==> config.mk <==
export PLATFORM = sky130hd
export DESIGN_NAME = osc_window_counter
export DESIGN_NICKNAME = d
export VERILOG_FILES = /design/src/rtl/osc_window_counter.sv
export SDC_FILE = /design/constraint.sdc
export NUM_CORES = 1
export LEC_CHECK = 0
export CORE_ASPECT_RATIO = 1.75
export CORE_MARGIN = 2
export CORE_UTILIZATION = 60
export DETAILED_ROUTE_END_ITERATION = 8
export MAX_ROUTING_LAYER = met4
export PLACE_DENSITY = 0.82
export REMOVE_ABC_BUFFERS = 1
export SLEW_MARGIN = 40
export SYNTH_ARGS = -nofsm -noshare
export SYNTH_HDL_FRONTEND = slang
export SYNTH_SLANG_ARGS = --single-unit
export TNS_END_PERCENT = 5
==> constraint.sdc <==
create_clock -name clk -period 6.38 [get_ports clk]
set_input_delay 1.276 -clock clk [delete_from_list [all_inputs] [get_ports clk]]
set_output_delay 1.276 -clock clk [all_outputs]
set_load 0.03 [all_outputs]
==> src/rtl/osc_window_counter.sv <==
`timescale 1ns/1ps
// osc_window_counter
// Counts synchronized rising edges of an asynchronous ring-oscillator output
// over back-to-back windows of win_len clk cycles. It averages 2^AVG_LOG2
// windows and presents the floor of the mean on a valid/ready handshake.
module osc_window_counter #(
   parameter int unsigned CNT_W    = 10,
   parameter int unsigned WIN_W    = 16,
   parameter int unsigned AVG_LOG2 = 3
) (
   input  logic             clk,
   input  logic             rst_n,
   input  logic             en,
   input  logic             osc_in,
   input  logic [WIN_W-1:0] win_len,
   output logic [CNT_W-1:0] sample,
   output logic             sample_valid,
   input  logic             sample_ready,
   output logic             overflow,
   output logic             busy
);

   // The accumulator holds 2^AVG_LOG2 saturated counts, so it can never wrap.
   localparam int unsigned ACC_W = CNT_W + AVG_LOG2;
   localparam int unsigned IDX_W = (AVG_LOG2 > 0) ? AVG_LOG2 : 1;

   localparam logic [CNT_W-1:0] CntMax  = {CNT_W{1'b1}};
   localparam logic [IDX_W-1:0] IdxLast = IDX_W'((1 << AVG_LOG2) - 1);
   localparam logic [WIN_W-1:0] WinOne  = WIN_W'(1);

   typedef enum logic [1:0] {
      StIdle,
      StMeasure,
      StHold
   } state_e;

   state_e           state_q, state_d;
   logic [2:0]       sync_q, sync_d;
   logic [WIN_W-1:0] win_len_q, win_len_d;
   logic [WIN_W-1:0] win_cnt_q, win_cnt_d;
   logic [CNT_W-1:0] edge_cnt_q, edge_cnt_d;
   logic [ACC_W-1:0] acc_q, acc_d;
   logic [IDX_W-1:0] win_idx_q, win_idx_d;
   logic             ovf_sticky_q, ovf_sticky_d;
   logic [CNT_W-1:0] sample_q, sample_d;
   logic             overflow_q, overflow_d;

   // Combinational helpers: this cycle's edge folded into the running count.
   logic             edge_det;
   logic [CNT_W-1:0] edge_cnt_inc;
   logic             ovf_inc;
   logic [ACC_W-1:0] acc_sum;

   // Synchronizer shift: [0] and [1] resolve metastability, [2] is the
   // history flop for rising-edge detection.
   always_comb begin
      sync_d = {sync_q[1:0], osc_in};
   end

   assign edge_det = sync_q[1] & ~sync_q[2];

   // Per-cycle edge accounting, shared by the mid-window and end-of-window paths.
   always_comb begin
      edge_cnt_inc = edge_cnt_q;
      ovf_inc      = ovf_sticky_q;
      if (edge_det) begin
         if (edge_cnt_q == CntMax) begin
            ovf_inc = 1'b1;
         end else begin
            edge_cnt_inc = edge_cnt_q + 1'b1;
         end
      end
      acc_sum = acc_q + ACC_W'(edge_cnt_inc);
   end

   // Next-state logic for the IDLE / MEASURE / HOLD controller and its datapath.
   always_comb begin
      state_d      = state_q;
      win_len_d    = win_len_q;
      win_cnt_d    = win_cnt_q;
      edge_cnt_d   = edge_cnt_q;
      acc_d        = acc_q;
      win_idx_d    = win_idx_q;
      ovf_sticky_d = ovf_sticky_q;
      sample_d     = sample_q;
      overflow_d   = overflow_q;

      unique case (state_q)
         StIdle: begin
            // A zero-length window would never terminate, so it is refused.
            if (en && (win_len != '0)) begin
               win_len_d    = win_len;
               win_cnt_d    = win_len;
               edge_cnt_d   = '0;
               acc_d        = '0;
               win_idx_d    = '0;
               ovf_sticky_d = 1'b0;
               state_d      = StMeasure;
            end
         end

         StMeasure: begin
            if (!en) begin
               // Abort: partial results are simply reinitialised on the next start.
               state_d = StIdle;
            end else begin
               ovf_sticky_d = ovf_inc;
               if (win_cnt_q == WinOne) begin
                  // Last cycle of a window; the next window starts with no gap.
                  acc_d      = acc_sum;
                  edge_cnt_d = '0;
                  win_cnt_d  = win_len_q;
                  win_idx_d  = win_idx_q + 1'b1;
                  if (win_idx_q == IdxLast) begin
                     sample_d   = CNT_W'(acc_sum >> AVG_LOG2);
                     overflow_d = ovf_inc;
                     state_d    = StHold;
                  end
               end else begin
                  edge_cnt_d = edge_cnt_inc;
                  win_cnt_d  = win_cnt_q - 1'b1;
               end
            end
         end

         StHold: begin
            // Sample stays put until consumed; en and oscillator edges are ignored.
            if (sample_ready) begin
               overflow_d = 1'b0;
               state_d    = StIdle;
            end
         end

         default: begin
            state_d = StIdle;
         end
      endcase
   end

   // State and datapath registers, all cleared asynchronously.
   always_ff @(posedge clk or negedge rst_n) begin
      if (!rst_n) begin
         state_q      <= StIdle;
         sync_q       <= '0;
         win_len_q    <= '0;
         win_cnt_q    <= '0;
         edge_cnt_q   <= '0;
         acc_q        <= '0;
         win_idx_q    <= '0;
         ovf_sticky_q <= 1'b0;
         sample_q     <= '0;
         overflow_q   <= 1'b0;
      end else begin
         state_q      <= state_d;
         sync_q       <= sync_d;
         win_len_q    <= win_len_d;
         win_cnt_q    <= win_cnt_d;
         edge_cnt_q   <= edge_cnt_d;
         acc_q        <= acc_d;
         win_idx_q    <= win_idx_d;
         ovf_sticky_q <= ovf_sticky_d;
         sample_q     <= sample_d;
         overflow_q   <= overflow_d;
      end
   end

   assign sample       = sample_q;
   assign overflow     = overflow_q;
   assign sample_valid = (state_q == StHold);
   assign busy         = (state_q != StIdle);

endmodule
==> results.cfg, run 1 <==
[outcome]
status = completed

[clock_network]
htree_levels = 3
clock-root-buffer = clkbuf_16
clkSlewWorstSetupHoldPaths_ns = 0.06
cts_tree = done
ctsResizeCount = 0
cts_buffers = 9
ctsHoldBuffers = 0
cts_max_path_buffers = 2
cts_num_sinks = 75
clkLatencyLatePin_ns = 0.34
postCtsSetupBuffers = 0

[route]
post-route-drc-count = 0
wl_per_cell_microns = 17.3
wirelength_microns = 9730
initialDrtViolationCount = 268
drtAntennaViolNets = 0
routed_via_density = 6.31
num_vias = 3540
drt-pass1-iter-count = 4

[die]
die_height_microns = 116
rows = 40
dieWidth_microns = 67.7
dieArea_sq_mm = 0.00783
core_sq_mm = 0.00686
start_util = 0.622
ios = 34

[grt]
track_usage = 0.281
globalRouteOverflowTotal = 0
grt_pass1_wl_microns = 15900
grt_max_degree = 76
antenna_found_initial = 0
grt_pass1_vias = 3427

[synth]
synth_edf_count = 0
ys_types = 53
yosysTopAreaCell = dfrtp_1
synthMostInstantiatedCell = dfrtp_1
synth-seq-cells = 75
syn_area_sq_mm = 0.00427
synth_top_area_share = 0.440
yosys_warnings = 0
synth_flop_cell = dfrtp_1
yosys-top-cells-count = dfrtp_1 (75), nand2_1 (52), o21ai_0 (38)
ys_async_sr_fraction = 1.00
synth_area_leaders = dfrtp_1 (44%), mux2_2 (5.3%), ha_1 (4.7%), nand2_1 (4.6%), o21ai_0 (4.5%)
avgSynthCellArea_sq_um = 9.44
netlist_instances = 452
ys_seq_area_frac = 0.440

[sta]
hold_viol = 0
fin_setup_tns_ns = 0
finalCritPeriodShare = 0.540
relSlewSlack = 0.498
min_period_ns = 3.44
clock.fmax_mhz = 290
fin_skew_ns = 0.00522
slew_violations = 0
finalSetupViolations = 0
tightestPinTransition_ns = 0.753
rsz0062_at_grt = false

[setup_path]
reg2reg_depth = 12
cp-end-kind = register
crit_arrival_ns = 3.63
crit_start = edge_cnt_q[0]
r2r-end = sample[9]
r2r_slack_ns = 2.94
cp_max_fo = 9
timing.rr.start = edge_cnt_q[0]
cp-endpoint = sample[9]
crit_type = reg2reg
required_ns = 6.56
start_kind = register

[hold_path]
hp-class = reg2reg

[layout]
finalNetCount = 510
fill_cells = 492
diodes = 0
area_growth_pct = 15.4
fin_area_sq_mm = 0.00492
drive_above_1_share = 0.105

[pwr]
p_sw_frac = 0.278
intPower_mw = 1.02
irDropWorstVdd_v = 0.000262
power_frac_seq = 0.428
total_leakage_power_nw = 2.14
powerDensity_mw_per_mm2 = 286
net-switching-power_mw = 0.392
power.share.clock = 0.396
pwr-share-comb = 0.176

[place]
port-buffer-count = 33
gp_congestion = 0.935
place_area_sq_mm = 0.00459
dp_hpwl_microns = 6860

[flow_run]
maxCapViolCount = 0
## metrics by stage
step                      cells  setup WS, ns  hold slack [ns]  total power, mW   util
after floorplan             424          3.05            0.331            0.766      -
after global placement      545          2.85            0.332            0.839  0.669
after detailed placement    545          2.70            0.339            0.853  0.670
after CTS                   561          2.93            0.352             1.41  0.718
after global routing        561          2.68            0.354             1.47  0.718
final                       561          2.94            0.350             1.41  0.718
## power groups by stage
| stage | Sequential (mW) | Combinational [mW] | Clock (mW) |
|---|---|---|---|
| finish | 0.603 | 0.248 | 0.557 |
| global route | 0.609 | 0.279 | 0.579 |
| CTS | 0.600 | 0.247 | 0.559 |
| detailed placement | 0.608 | 0.245 | 0 |
| global placement | 0.604 | 0.234 | 0 |
| floorplan | 0.591 | 0.174 | 0 |
## worst max-delay path: stages, from the launching register on
cell and delay (ns):
dfrtp_1 0.40, ha_1 0.25, nand4_1 0.14, o31a_1 0.41
xor2_1 0.20, ha_1 0.23, fa_1 0.43, a211o_1 0.32
a21oi_1 0.25, o211ai_1 0.24, nand3_1 0.18, xnor2_1 0.12
o21ai_0 0.11
## kinds of logic (layout without fill, tap and decap cells)
| kind of cell | Yosys count | after routing | share of synthesized area |
|---|---|---|---|
| adder cells (fa/ha/maj) | 17 | 17 | 0.0516 |
| XOR/XNOR | 24 | 24 | 0.0493 |
| AND/OR/NAND/NOR | 157 | 157 | 0.184 |
| flip-flops | 75 | 75 | 0.440 |
| buffers and inverters | 37 | 62 | 0.0405 |
| multiplexers | 23 | 23 | 0.0598 |
| AO/OA/AOI/OAI | 119 | 119 | 0.175 |
## worst min path at each step
stage / start / endpoint / slack, ns / cells past startpoint
finish: sync_q[0] / sync_q[1] / 0.35 / 0
global placement: sync_q[0] / sync_q[1] / 0.33 / 0
CTS: sync_q[0] / sync_q[1] / 0.35 / 0
global route: sync_q[0] / sync_q[1] / 0.35 / 0
detailed placement: sync_q[0] / sync_q[1] / 0.34 / 0
floorplan: sync_q[0] / sync_q[1] / 0.33 / 0
## layout by cell type, fill, tap and decap left out, drive strengths merged, types with 16 or more instances in the layout
master,count
nor2,30
ha,16
nand2,52
o21ai,42
dfrtp,75
clkdlybuf4s50,32
mux2,20
a21oi,22
nand3,23
xnor2,17
## registers in the layout, indices dropped and copies added (netlist names)
signal and cells:
acc_q 13, edge_cnt_q 10, overflow 1, ovf_sticky_q 1, sample 10, state_q 2, sync_q 3, win_cnt_q 16
win_idx_q 3, win_len_q 16
## final cells by class
cell class / instances / area (sq um) / area share
sequential: 75 / 1880 / 0.381
timing repair buffer: 37 / 362 / 0.0734
tap: 84 / 105 / 0.0213
clock inverter: 5 / 75.1 / 0.0152
clock buffer: 11 / 253 / 0.0513
multi-input combinational: 340 / 2220 / 0.451
inverter: 9 / 33.8 / 0.00686
## layer usage
layer,wire (microns),global-route usage,part of all wire,up-vias
met4,367,0.156,0.038,0
met3,359,0.0495,0.037,36
met5,0,-,0,-
met1,3680,0.299,0.38,1722
li1,-,-,-,1673
met2,5320,0.478,0.55,109
No activity file was read; power rests on OpenSTA's default activity.
==> run 2, diff against run 1 <==
Settings changed: CORE_UTILIZATION 60 to 59, PLACE_DENSITY 0.82 to 0.81.
Clock period 6.38 ns to 3.3 ns, I/O delays scaled along.
==> run 2 against run 1 <==
Net effect: clock-buffer cell count increased by 3; register-to-register slack worse by 2.8 ns; design area increased by 1.7%; non-clock buffer count increased by 15; sequential power grew 94%; maximum frequency grew 9.7%; critical endpoint is now acc_q[12].
==> results.cfg, run 2 (synthesized netlist as in run 1, its figures left out) <==
[sta]
finalSetupViolations = 0
min_period_ns = 3.14
fin_skew_ns = 0.00651
slew_violations = 0
tightestPinTransition_ns = 0.786
clock.fmax_mhz = 319
hold_viol = 0
setup_ws_ns = 0.162
fin_setup_tns_ns = 0
finalCritPeriodShare = 0.951
relSlewSlack = 0.476

[layout]
drive_above_1_share = 0.138
area_growth_pct = 17.4
finalNetCount = 525
diodes = 0
fill_cells = 536
final_common_cell = dfrtp_1
layout_common_cells = dfrtp_1 (75), nand2_1 (51), o21ai_0 (37), clkdlybuf4s50_1 (32), nor2_1 (30)
top_regs = win_cnt_q: 16 flops, win_len_q: 16 flops, acc_q: 13 flops
fin_area_sq_mm = 0.00501

[grt]
grt_max_degree = 76
globalRouteOverflowTotal = 0
antenna_found_initial = 0
grt_pass1_vias = 3498
grt_use_met3 = 0.0482
grt_util_met2 = 0.496
grt_use_met1 = 0.296
grt_pass1_wl_microns = 16200
top_usage_layer = met2
track_usage = 0.282

[clock_network]
clkSlewWorstSetupHoldPaths_ns = 0.05
ctsHoldBuffers = 0
cts_buffers = 9
clkLatencyLatePin_ns = 0.34
cts_max_path_buffers = 2
cts_num_sinks = 75
htree_levels = 3
cts_tree = done
clock-root-buffer = clkbuf_16

[setup_path]
start_kind = register
required_ns = 3.56
worst_path_most_repeated_cell = nand4_1
path_cells = ha_2 -> nand4_1 -> o31a_1 -> buf_6 -> nand4_1 -> xnor2_1 -> ha_1 -> o21a_1 -> a21oi_2 -> o211ai_1 -> nand3_1 -> or3_1 -> o21ai_0
crit_type = reg2reg
cpPeakStageDelay_ns = 0.41
crit_arrival_ns = 3.40
cp_max_fo = 5
cp-end-kind = register
cp_slowest_cell = o31a_1

[route]
post-route-drc-count = 0
drtAntennaViolNets = 0
num_vias = 3560
routed_via_density = 6.16
initialDrtViolationCount = 286
wl_per_cell_microns = 17.0
drt-pass1-iter-count = 7
wirelength_microns = 9820

[place]
place_area_sq_mm = 0.00466
dp_hpwl_microns = 7010
port-buffer-count = 33
dp_slack_ns = 0.0770
gp_congestion = 0.924

[die]
dieWidth_microns = 68.3
start_util = 0.598
core_sq_mm = 0.00713
die_height_microns = 116
ios = 34
rows = 41
dieArea_sq_mm = 0.00795

[pwr]
total_leakage_power_nw = 2.18
irDropWorstVdd_v = 0.000479
powerDensity_mw_per_mm2 = 509

[outcome]
status = completed

[hold_path]
hp-class = in2async

[flow_run]
maxCapViolCount = 0
==> run 2: final timing paths <==
kind / to / from / depth (start not counted) / slack (ns)
worst max register to register: acc_q[12] / edge_cnt_q[0] / 13 / 0.16
min in group clk: sync_q[1] / sync_q[0] / 0 / 0.35
max in group asynchronous: edge_cnt_q[7] / rst_n / 1 / 2.50
worst max-delay path: acc_q[12] / edge_cnt_q[0] / 13 / 0.16
worst min-delay path: sample[9] / rst_n / 1 / 0.34
worst min register to register: sync_q[1] / sync_q[0] / 0 / 0.35
==> run 2: cell type report <==
cell class	count	area [sq um]	area share
inverter	9	33.8	0.00675
sequential	75	1880	0.375
clock inverter	2	10.0	0.00200
multi-input combinational	340	2240	0.447
clock buffer	14	264	0.0527
timing repair buffer	52	478	0.0955
tap	86	108	0.0215
==> run 2: metrics by stage <==
stage	util	power (mW)	hold slack, ns	std cells
2_1_floorplan	-	1.48	0.331	424
3_3_place_gp	0.652	1.63	0.332	555
3_5_place_dp	0.653	1.65	0.344	555
4_1_cts	0.691	2.55	0.356	571
5_1_grt	0.702	2.67	0.371	578
6_report	0.702	2.55	0.335	578
==> run 2: where the power goes <==
| group | switching [mW] | leakage, nW | internal, mW |
|---|---|---|---|
| clock | 0.355 | 0.137 | 0.548 |
| combinational | 0.254 | 1.08 | 0.226 |
| sequential | 0.123 | 0.964 | 1.04 |
==> run 2: per-layer routing <==
| layer | vias to the layer above | share of wire | wire (microns) |
|---|---|---|---|
| li1 | 1716 | - | - |
| met5 | - | 0 | 0 |
| met1 | 1720 | 0.37 | 3660 |
| met2 | 99 | 0.56 | 5450 |
| met3 | 25 | 0.038 | 369 |
| met4 | 0 | 0.034 | 338 |
==> run 2: timing repair <==
| item | CTS | global route |
|---|---|---|
| gates resized for setup | 0 | 9 |
| buffers inserted | 0 | 7 |
| setup endpoints to repair | 0 | 10 |
==> run 2: critical path, delay by kind of cell (launching register included) <==
kind	cells	cell delay, ns
AOI/OAI and AO/OA	5	1.05
and+or+nand+nor	4	0.77
adders and majority gates	2	0.58
DFF	1	0.40
buffers and inverters	1	0.16
xor gates and xnor gates	1	0.10
